===== src/rtl/fetch_unit.sv =====
// rtl/fetch_unit.sv - Instruction-fetch stage: PC register, IF/ID register, delay-slot redirects
//
// Owns the program counter and the IF/ID pipeline register. Redirects from
// decode (pc_src/jump_address) follow single-delay-slot semantics: the word
// at pc_f when the redirect is accepted is always delivered. A redirect that
// arrives while instruction memory is not ready is parked in a pending
// register and applied on the next advance.
//
// Ports:
//   clock, reset        rising-edge clock, synchronous active-high reset
//   stall               hazard hold: freezes PC and IF/ID
//   pc_src              decode jump decision (ignored while stalled)
//   jump_address        redirect target
//   imem_addr           fetch address (= pc_f)
//   imem_data           instruction word, valid when imem_ready = 1
//   imem_ready          instruction memory has the word for imem_addr
//   instr_d             IF/ID instruction
//   pc_plus_four_d      IF/ID PC+4
//   valid_d             IF/ID holds a real instruction (0 = bubble)
//   fetch_misaligned    only with FETCH_ALIGN_CHECK_EN: one-cycle pulse after
//                       a misaligned redirect target was replaced by IVT_BOT
//
// Build option: FETCH_ALIGN_CHECK_EN enables misaligned-target trapping;
// without it, target bits [1:0] are forced to zero.

module fetch_unit #(
    parameter logic [31:0] RESET_PC = 32'h0040_0000
) (
    input  logic        clock,
    input  logic        reset,
    input  logic        stall,
    input  logic        pc_src,
    input  logic [31:0] jump_address,
    output logic [31:0] imem_addr,
    input  logic [31:0] imem_data,
    input  logic        imem_ready,
    output logic [31:0] instr_d,
    output logic [31:0] pc_plus_four_d,
    output logic        valid_d
`ifdef FETCH_ALIGN_CHECK_EN
    ,
    output logic        fetch_misaligned
`endif
);

`ifdef FETCH_ALIGN_CHECK_EN
    // Bottom of the interrupt vector table (mips.h IVT_BOT).
    localparam logic [31:0] IVT_BOT = 32'h8000_0180;
`endif

    logic [31:0] pc_f;
    logic        pend_v;
    logic [31:0] pend_tgt;
    logic        adv;
    logic        redir;
    logic [31:0] pc_next_seq;
    logic [31:0] tgt_sel;
    logic        tgt_load;

    assign imem_addr   = pc_f;
    assign adv         = imem_ready & ~stall;
    // A bubble in decode can never redirect, so valid_d gates pc_src.
    assign redir       = valid_d & pc_src & ~stall;
    assign pc_next_seq = pc_f + 32'd4;

    // Target chosen on an advance: same-cycle redirect wins over a parked one.
    always_comb begin
        tgt_sel  = redir ? jump_address : pend_tgt;
        tgt_load = adv & (redir | pend_v);
    end

    always_ff @(posedge clock) begin
        if (reset) begin
            pc_f           <= RESET_PC;
            instr_d        <= 32'd0;
            pc_plus_four_d <= 32'd0;
            valid_d        <= 1'b0;
            pend_v         <= 1'b0;
            pend_tgt       <= 32'd0;
`ifdef FETCH_ALIGN_CHECK_EN
            fetch_misaligned <= 1'b0;
`endif
        end else begin
`ifdef FETCH_ALIGN_CHECK_EN
            fetch_misaligned <= 1'b0;
`endif
            // While stalled everything holds, even if memory is not ready.
            if (!stall) begin
                if (imem_ready) begin
                    instr_d        <= imem_data;
                    pc_plus_four_d <= pc_next_seq;
                    valid_d        <= 1'b1;
                end else begin
                    valid_d <= 1'b0;
                end

                if (adv) begin
                    if (tgt_load) begin
                        pend_v <= 1'b0;
`ifdef FETCH_ALIGN_CHECK_EN
                        if (tgt_sel[1:0] != 2'b00) begin
                            pc_f             <= IVT_BOT;
                            fetch_misaligned <= 1'b1;
                        end else begin
                            pc_f <= tgt_sel;
                        end
`else
                        pc_f <= tgt_sel & 32'hFFFF_FFFC;
`endif
                    end else begin
                        pc_f <= pc_next_seq;
                    end
                end else if (redir) begin
                    // Memory wait state: the delay slot is still outstanding,
                    // so park the target until the slot is fetched.
                    pend_v   <= 1'b1;
                    pend_tgt <= jump_address;
                end
            end
        end
    end

endmodule

===== config.mk =====
export PLATFORM = sky130hd
export DESIGN_NAME = fetch_unit
export DESIGN_NICKNAME = d
export VERILOG_FILES = /design/src/rtl/fetch_unit.sv
export SDC_FILE = /design/constraint.sdc
export NUM_CORES = 1
export LEC_CHECK = 0
export CAP_MARGIN = 0
export CELL_PAD_IN_SITES_DETAIL_PLACEMENT = 0
export CELL_PAD_IN_SITES_GLOBAL_PLACEMENT = 1
export CORE_MARGIN = 1.5
export CORE_UTILIZATION = 34
export CTS_CLUSTER_DIAMETER = 200
export DETAILED_ROUTE_END_ITERATION = 12
export PLACE_DENSITY = 0.84
export REMOVE_ABC_BUFFERS = 1
export SKIP_LAST_GASP = 1
export SYNTH_ARGS = -nofsm -noshare
export SYNTH_HDL_FRONTEND = slang
export SYNTH_SLANG_ARGS = --single-unit

===== constraint.sdc =====
create_clock -name clock -period 2.2 [get_ports clock]
set_clock_uncertainty 0.2 [all_clocks]
set_input_delay 0.44 -clock clock [delete_from_list [all_inputs] [get_ports clock]]
set_output_delay 0.44 -clock clock [all_outputs]
set_load 0.02 [all_outputs]

Word-level counts from Yosys, hierarchy flattened
Cells that the tools add are included.
{ "word_totals": {"register_bits": 130, "inputBits": 69, "output_inout_bits": 97, "elab_cells": 28} }
{ "op_classes": {"add_sub_neg": 1, "n_eq_ne": 1, "muxes": 6, "bitwise_logic": 7, "reduce_logical": 6} }
{ "op_table": {"columns": ["op", "n"], "rows": [
  ["$mux W32", 2],
  ["$add A32 B3 Y32 const B", 1],
  ["$reduce_and A2 Y1", 3],
  ["$reduce_and A3 Y1", 2],
  ["$and A1 B1 Y1", 4],
  ["$mux W1", 4],
  ["$ne A2 B1 Y1 const B", 1],
  ["$not A1 Y1", 2],
  ["$reduce_bool A2 Y1", 1],
  ["$or A1 B1 Y1", 1]
]} }

Depth between registers and ports, before layout
Gate-level depths: netlist of the first run.
{ "depth": {"depth_word": 6, "mapped_depth": 7, "ltp_nobuf": 6} }

Least setup slack after synthesis of the first run
OpenSTA, ideal clock, no wires.
{ "synth_path": {"path_type": "reg-to-reg", "from": "register pc_f[6] (netlist: imem_addr[6])", "to": "register pc_f[19] (netlist: imem_addr[19])", "setup_time_ns": 0.122, "t_arrival_ns": 1.723, "slack_ns": 0.155, "path_stages_with_launch": 6, "path_buffers": 0, "cell_sequence": "dfxtp_1 and4_1 nand2_2 nor4_2 o21ai_0 a221o_1"} }
{ "synth_via": {"elab_chain_len": 2} }
{ "synth_rtl": {"columns": ["element", "line_no", "rtl"], "rows": [
  ["from (decl)", "51", "logic [31:0] pc_f;"],
  ["from (signal assigned)", "108", "pc_f <= tgt_sel & 32'hFFFF_FFFC;"],
  ["from (signal assigned)", "111", "pc_f <= pc_next_seq;"],
  ["$add A32 B3 Y32", "64", "assign pc_next_seq = pc_f + 32'd4;"],
  ["$mux W32", "98", "if (tgt_load) begin"]
]} }
Every way passes these cells.
A chain may end at the register's enable or synchronous reset.

Final worst setup path of the first run
{ "layout_path": {"from": "register pc_f[10] (netlist: imem_addr[10])", "to": "output imem_addr[10]"} }
{ "layout_rtl": {"columns": ["element", "line_no", "rtl"], "rows": [
  ["to (decl)", "34", "output logic [31:0] imem_addr,"]
]} }
No word-level cell between the ends.

==> results.yml, run 1 <==
yosys:
  avgSynthCellArea_um2: 7.77
  syn_inst: 702
  ys_ff_latch: 124
  ys_types: 41
  synth_edf_count: 0
  syn_area_mm2: 0.00545
  yosys_warnings: 0
  ys_seq_area_share_pct: 45.5
  synth_ff_type: "dfxtp_1"
  async_flop_share_pct: 0
setup_path:
  worstPathCellList: "buf_4 -> clkdlybuf4s50_1"
  cp_num_buf_inv: 2
  cp.required_ns: 1.56
  cp_slowest_cell: "clkdlybuf4s50_1"
  cp-end-kind: "output pin"
  crit_arrival_ns: 1.50
  crit_path_max_fanout: 7
  reg2reg_slack_ns: 0.19
  worst-setup-path-type: "reg -> out"
  critPathMaxStageDelay_ns: 0.60
  start_kind: "flop"
  path_delay_family: "buffers and inverters"
global_route:
  antenna_found_initial: 0
  grt_util_all_layers_pct: 19.3
  grt_pass1_vias: 4902
  grt_pass1_wl_um: 25200
  grt_overflow: 0
  grt_max_degree: 38
clock_tree:
  tritoncts: "yes"
  cts_max_path_buffers: 2
  cts_hold_buf: 0
  clk_latency_ns: 0.42
  root_buffer: "clkbuf_16"
  path_clk_slew_ns: 0.05
  post_cts_buffers: 0
  numCtsBuffers: 17
  htree_levels: 4
  clkSinkCount: 124
power_and_ir_drop:
  ir_drop_mv: 0.585
  p_per_area_mw_per_mm2: 690
  cellLeakagePower_nw: 2.95
sta:
  rsz0062_at_grt: "false"
  finalCriticalPeriod_ns: 2.14
  max_freq_ghz: 0.467
  fin_crit_sh_pct: 97.4
  hold_viol: 0
  drv_slew: 0
  setup_viol_count_final: 0
routing:
  drt_iter0_markers: 228
  drt-vias-per-instance: 4.94
  drt-pass1-iter-count: 4
  drc: 0
  postRouteAntennaNets: 0
  dr_total_vias: 5483
  wl_per_cell_um: 14.6
  totalWireLength_um: 16200
cells_and_area:
  nets: 952
  drive_gt1_share_pct: 11.5
  synthToLayoutAreaGrowth_pct: 49.8
  diodes: 0
  fin_util_pct: 51.8
  finalNonFillerCells: 1111
min_path:
  hp-class: "in -> reg"
die:
  die_height_um: 130
  ios: 166
  initial_core_util_pct: 34.6
  rows: 46
  design.core.area_mm2: 0.0158
  die_area_mm2: 0.0168
  die_w_um: 130
placement:
  finalWeightedCongestion: 0.819
  placed_cells: 1079
  port-buffer-count: 159
  hpwl_um: 11400
run_status:
  status: "completed"
flow_run:
  maxCapViolCount: 0
==> registers in the layout, indices dropped and copies added, names as in the netlist <==
signal          cells
pend_tgt           30
pc_plus_four_d     30
pend_v              1
instr_d            32
valid_d             1
imem_addr          30
==> final timing paths <==
kind / endpoint / cells after the start / startpoint
worst min register to register: pend_tgt[5]$_SDFFE_PP0P_ / 2 / pend_tgt[5]$_SDFFE_PP0P_
worst max-delay path: imem_addr[10] / 2 / imem_addr[10]$_SDFFE_PP0P_
worst min-delay path: pend_tgt[15]$_SDFFE_PP0P_ / 2 / reset
worst max register to register: pc_plus_four_d[30]$_SDFFE_PP0N_ / 6 / imem_addr[3]$_SDFFE_PP0P_
==> kinds of logic (layout without fill, tap and decap cells) <==
logic type | Yosys count | count (layout) | share of synthesized area, %
xor+xnor | 28 | 28 | 4.50
compound gates | 181 | 181 | 19.3
fa+ha+maj | 1 | 1 | 0.229
buf+inv | 63 | 253 | 4.70
flops | 124 | 124 | 45.5
other cells | 1 | 4 | 0.0688
simple gates | 304 | 304 | 25.7
==> cell usage in the layout, fill, tap and decap left out, types with 3 or more instances in the layout <==
| cell type | instances |
|---|---|
| and4_1 | 5 |
| xnor2_1 | 25 |
| clkbuf_8 | 4 |
| conb_1 | 4 |
| nor3_1 | 9 |
| a211oi_1 | 30 |
| nand3_1 | 34 |
| a21oi_1 | 106 |
| nand2b_1 | 3 |
| dfxtp_1 | 123 |
| nor2_1 | 45 |
| buf_4 | 54 |
| clkbuf_1 | 4 |
| clkbuf_16 | 17 |
| nor4_2 | 6 |
| a221o_1 | 4 |
| clkdlybuf4s50_1 | 146 |
| clkinv_2 | 5 |
| o21ai_0 | 17 |
| buf_12 | 5 |
| nor3b_1 | 4 |
| a211o_1 | 3 |
| inv_1 | 4 |
| dlymetal6s2s_1 | 10 |
| and3_1 | 9 |
| nand4_1 | 5 |
| xor2_1 | 3 |
| o22ai_1 | 13 |
| nand2_1 | 167 |
==> power breakdown <==
group / switching, mW / internal, mW / leakage [nW]
registers: 0.0426 / 2.32 / 1.01
clock network: 0.962 / 1.66 / 0.277
logic: 0.332 / 0.319 / 1.66
total: 1.34 / 4.30 / 2.95
==> what timing repair did <==
action | CTS | global route
cloned | 0 | 0
endpoints found under the setup margin | 3 | 10
gates resized for setup | 3 | 10
==> layer usage <==
metal	global-route usage [%]	routed length, um
met5	0	0
met4	5.69	260
met3	5.99	1040
met2	29.8	7280
met1	25.9	7600
==> synth_stat cells, types with 5 or more instances <==
| library cell | count | area (um2) |
|---|---|---|
| and3_1 | 9 | 56.3 |
| and4_1 | 5 | 43.8 |
| nand3_1 | 34 | 170 |
| a211oi_1 | 30 | 225 |
| nor2_1 | 46 | 173 |
| clkbuf_1 | 48 | 180 |
| nand2_1 | 167 | 627 |
| dfxtp_1 | 124 | 2480 |
| o22ai_1 | 13 | 81.3 |
| o21ai_0 | 17 | 85.1 |
| a21oi_1 | 106 | 531 |
| xnor2_1 | 25 | 219 |
| nand4_1 | 5 | 31.3 |
| nor3_1 | 9 | 45.0 |
| nor4_2 | 6 | 75.1 |
==> layout make-up <==
| class | count | area [um2] |
|---|---|---|
| flip-flops and latches | 124 | 2480 |
| fillers | 1584 | 7600 |
| repair buffers | 217 | 2110 |
| clock inverters | 7 | 62.6 |
| well taps | 216 | 270 |
| clock buffers | 25 | 495 |
| inverters | 4 | 15.0 |
| multi-input cells | 518 | 2730 |
==> per-stage QoR <==
| stage | TNS, ns | power [mW] | worst slack [ns] | instance area, um2 | hold WS [ns] |
|---|---|---|---|---|---|
| after detailed placement | -7.20 | 3.07 | -0.188 | 7590 | 0.243 |
| after global routing | 0 | 5.88 | 0.00121 | 8170 | 0.199 |
| after CTS | 0 | 5.71 | 0.000461 | 8140 | 0.187 |
| after global placement | -4.23 | 3.06 | -0.132 | 7590 | 0.236 |
| after floorplan | -90.92 | 2.67 | -1.71 | 5220 | 0.226 |
| final | 0 | 5.64 | 0.0564 | 8170 | 0.207 |
Note: power is estimated with default switching activity, not from simulation.
==> run 2, diff against run 1 <==
CORE_ASPECT_RATIO = 1.1   (was default)
SLEW_MARGIN = 20   (was default)
==> run 2 against run 1 <==
  * Wire length increased by 0.84%
  * Global-route usage increased by 0.11 points
  * Maximum frequency decreased by 1.2%
  * Sequential power about the same
==> results.yml, run 2 (synthesis results as in run 1) <==
cells_and_area:
  fillers: 1532
  diodes: 0
  multi_input_area_mm2: 0.00273
  largest-register: "instr_d"
  drive_gt1_share_pct: 11.7
  final_cell_area_mm2: 0.00815
  layout_commonest_cell: "nand2_1"
  synthToLayoutAreaGrowth_pct: 49.5
  largest_reg_flops: 32
  nets: 953
  final_cell_mix: "nand2_1 (167), clkdlybuf4s50_1 (149), dfxtp_1 (123)"
  register_area_mm2: 0.00248
clock_tree:
  path_clk_slew_ns: 0.06
  clk_latency_ns: 0.41
  tritoncts: "yes"
  root_buffer: "clkbuf_16"
  post_cts_buffers: 0
  numCtsBuffers: 17
  cts_max_path_buffers: 2
  cts_hold_buf: 0
  htree_levels: 4
  clkSinkCount: 124
power_and_ir_drop:
  cellLeakagePower_nw: 2.89
  ir_drop_mv: 0.546
  p_per_area_mw_per_mm2: 712
run_status:
  status: "completed"
global_route:
  antenna_found_initial: 0
  grt_max_degree: 39
  grt_pass1_vias: 4883
  grt_overflow: 0
  grt_util_all_layers_pct: 19.4
  grt_pass1_wl_um: 25100
sta:
  rsz0062_at_grt: "false"
  hold_viol: 0
  finalCriticalPeriod_ns: 2.17
  max_freq_ghz: 0.461
  setup_viol_count_final: 0
  fin_crit_sh_pct: 98.7
  drv_slew: 0
  finalWorstSetupSlack_ns: 0.0296
routing:
  dr_total_vias: 5458
  drt-vias-per-instance: 4.98
  drt-pass1-iter-count: 5
  totalWireLength_um: 16300
  drc: 0
  postRouteAntennaNets: 0
  wl_per_cell_um: 14.9
  drt_iter0_markers: 349
flow_run:
  maxCapViolCount: 0
setup_path:
  critPathCapture: "imem_addr[18]"
  reg2reg_to: "pc_plus_four_d[19]$_SDFFE_PP0N_"
  start_kind: "flop"
  worst-setup-path-type: "reg -> out"
  cp.required_ns: 1.56
  crit_path_max_fanout: 7
  crit_arrival_ns: 1.53
  startpoint: "imem_addr[18]$_SDFFE_PP0P_"
  r2r_cells: 6
  worstReg2RegStart: "imem_addr[4]$_SDFFE_PP0P_"
  cp-end-kind: "output pin"
  reg2reg_slack_ns: 0.19
die:
  rows: 48
  die_area_mm2: 0.0168
  initial_core_util_pct: 34.8
  ios: 166
  die_w_um: 124
  die_height_um: 136
  design.core.area_mm2: 0.0157
min_path:
  hp-class: "in -> reg"
placement:
  dp_slack_ns: -0.129
  hpwl_um: 11300
  port-buffer-count: 159
  finalWeightedCongestion: 0.821
  post_dp_cell_area_mm2: 0.00755
## run 2: cell types whose count changed in the layout (fill, tap and decap cells not counted), sizes merged
cell and change:
bufinv +1, dlygate4sd2 +1, clkdlybuf4s50 +3, buf +1, dlymetal6s2s -4, clkinvlp -1
## run 2: cell type report
type	instances	share of cell area (%)
clock buffer	25	6.20
clock inverter	7	1.04
inverter	4	0.184
multi-input combinational	518	33.5
sequential	124	30.5
tap	200	3.07
timing repair buffer	218	25.5
## run 2: report_power, final
| part | switching (mW) | internal [mW] |
|---|---|---|
| sequential | 0.0439 | 2.32 |
| clock | 0.977 | 1.81 |
| combinational | 0.332 | 0.321 |
## run 2: through the flow
step           total power, mW  cells  utilization (%)  hold WS (ns)  TNS, ns
2_1_floorplan             2.67    646                -         0.226   -90.92
3_3_place_gp              3.07   1064             48.2         0.239    -1.76
3_5_place_dp              3.07   1064             48.2         0.245    -2.67
4_1_cts                   5.87   1096             51.9         0.155        0
5_1_grt                   6.02   1096             52.0         0.169        0
6_report                  5.80   1096             52.0         0.173        0
## run 2: repair_timing
action	4_1_cts	5_1_grt
cloned	0	0
resized for setup	4	6
endpoints found under the setup margin	4	6
## run 2: how the worst min path moves through the flow
stage | startpoint | endpoint | cells past startpoint
floorplan | pend_tgt[10]$_SDFFE_PP0P_ | pend_tgt[10]$_SDFFE_PP0P_ | 2
global placement | pend_tgt[5]$_SDFFE_PP0P_ | pend_tgt[5]$_SDFFE_PP0P_ | 2
detailed placement | pend_tgt[5]$_SDFFE_PP0P_ | pend_tgt[5]$_SDFFE_PP0P_ | 2
CTS | reset | pc_plus_four_d[2]$_SDFFE_PP0N_ | 2
global route | reset | pc_plus_four_d[2]$_SDFFE_PP0N_ | 2
finish | reset | pc_plus_four_d[2]$_SDFFE_PP0N_ | 2
## run 2: critical path: stages, from the launching register on
cell	delay, ns
dfxtp_1	0.32
buf_4	0.14
clkdlybuf4s50_1	0.66
## run 2: metal layers
layer | GRT usage (%) | up-vias | share of wire [%]
met5 | 0 | - | 0
met4 | 7.28 | 0 | 1.7
met3 | 4.36 | 20 | 6.0
met2 | 31.6 | 180 | 46
met1 | 24.9 | 2478 | 46
li1 | - | 2780 | -
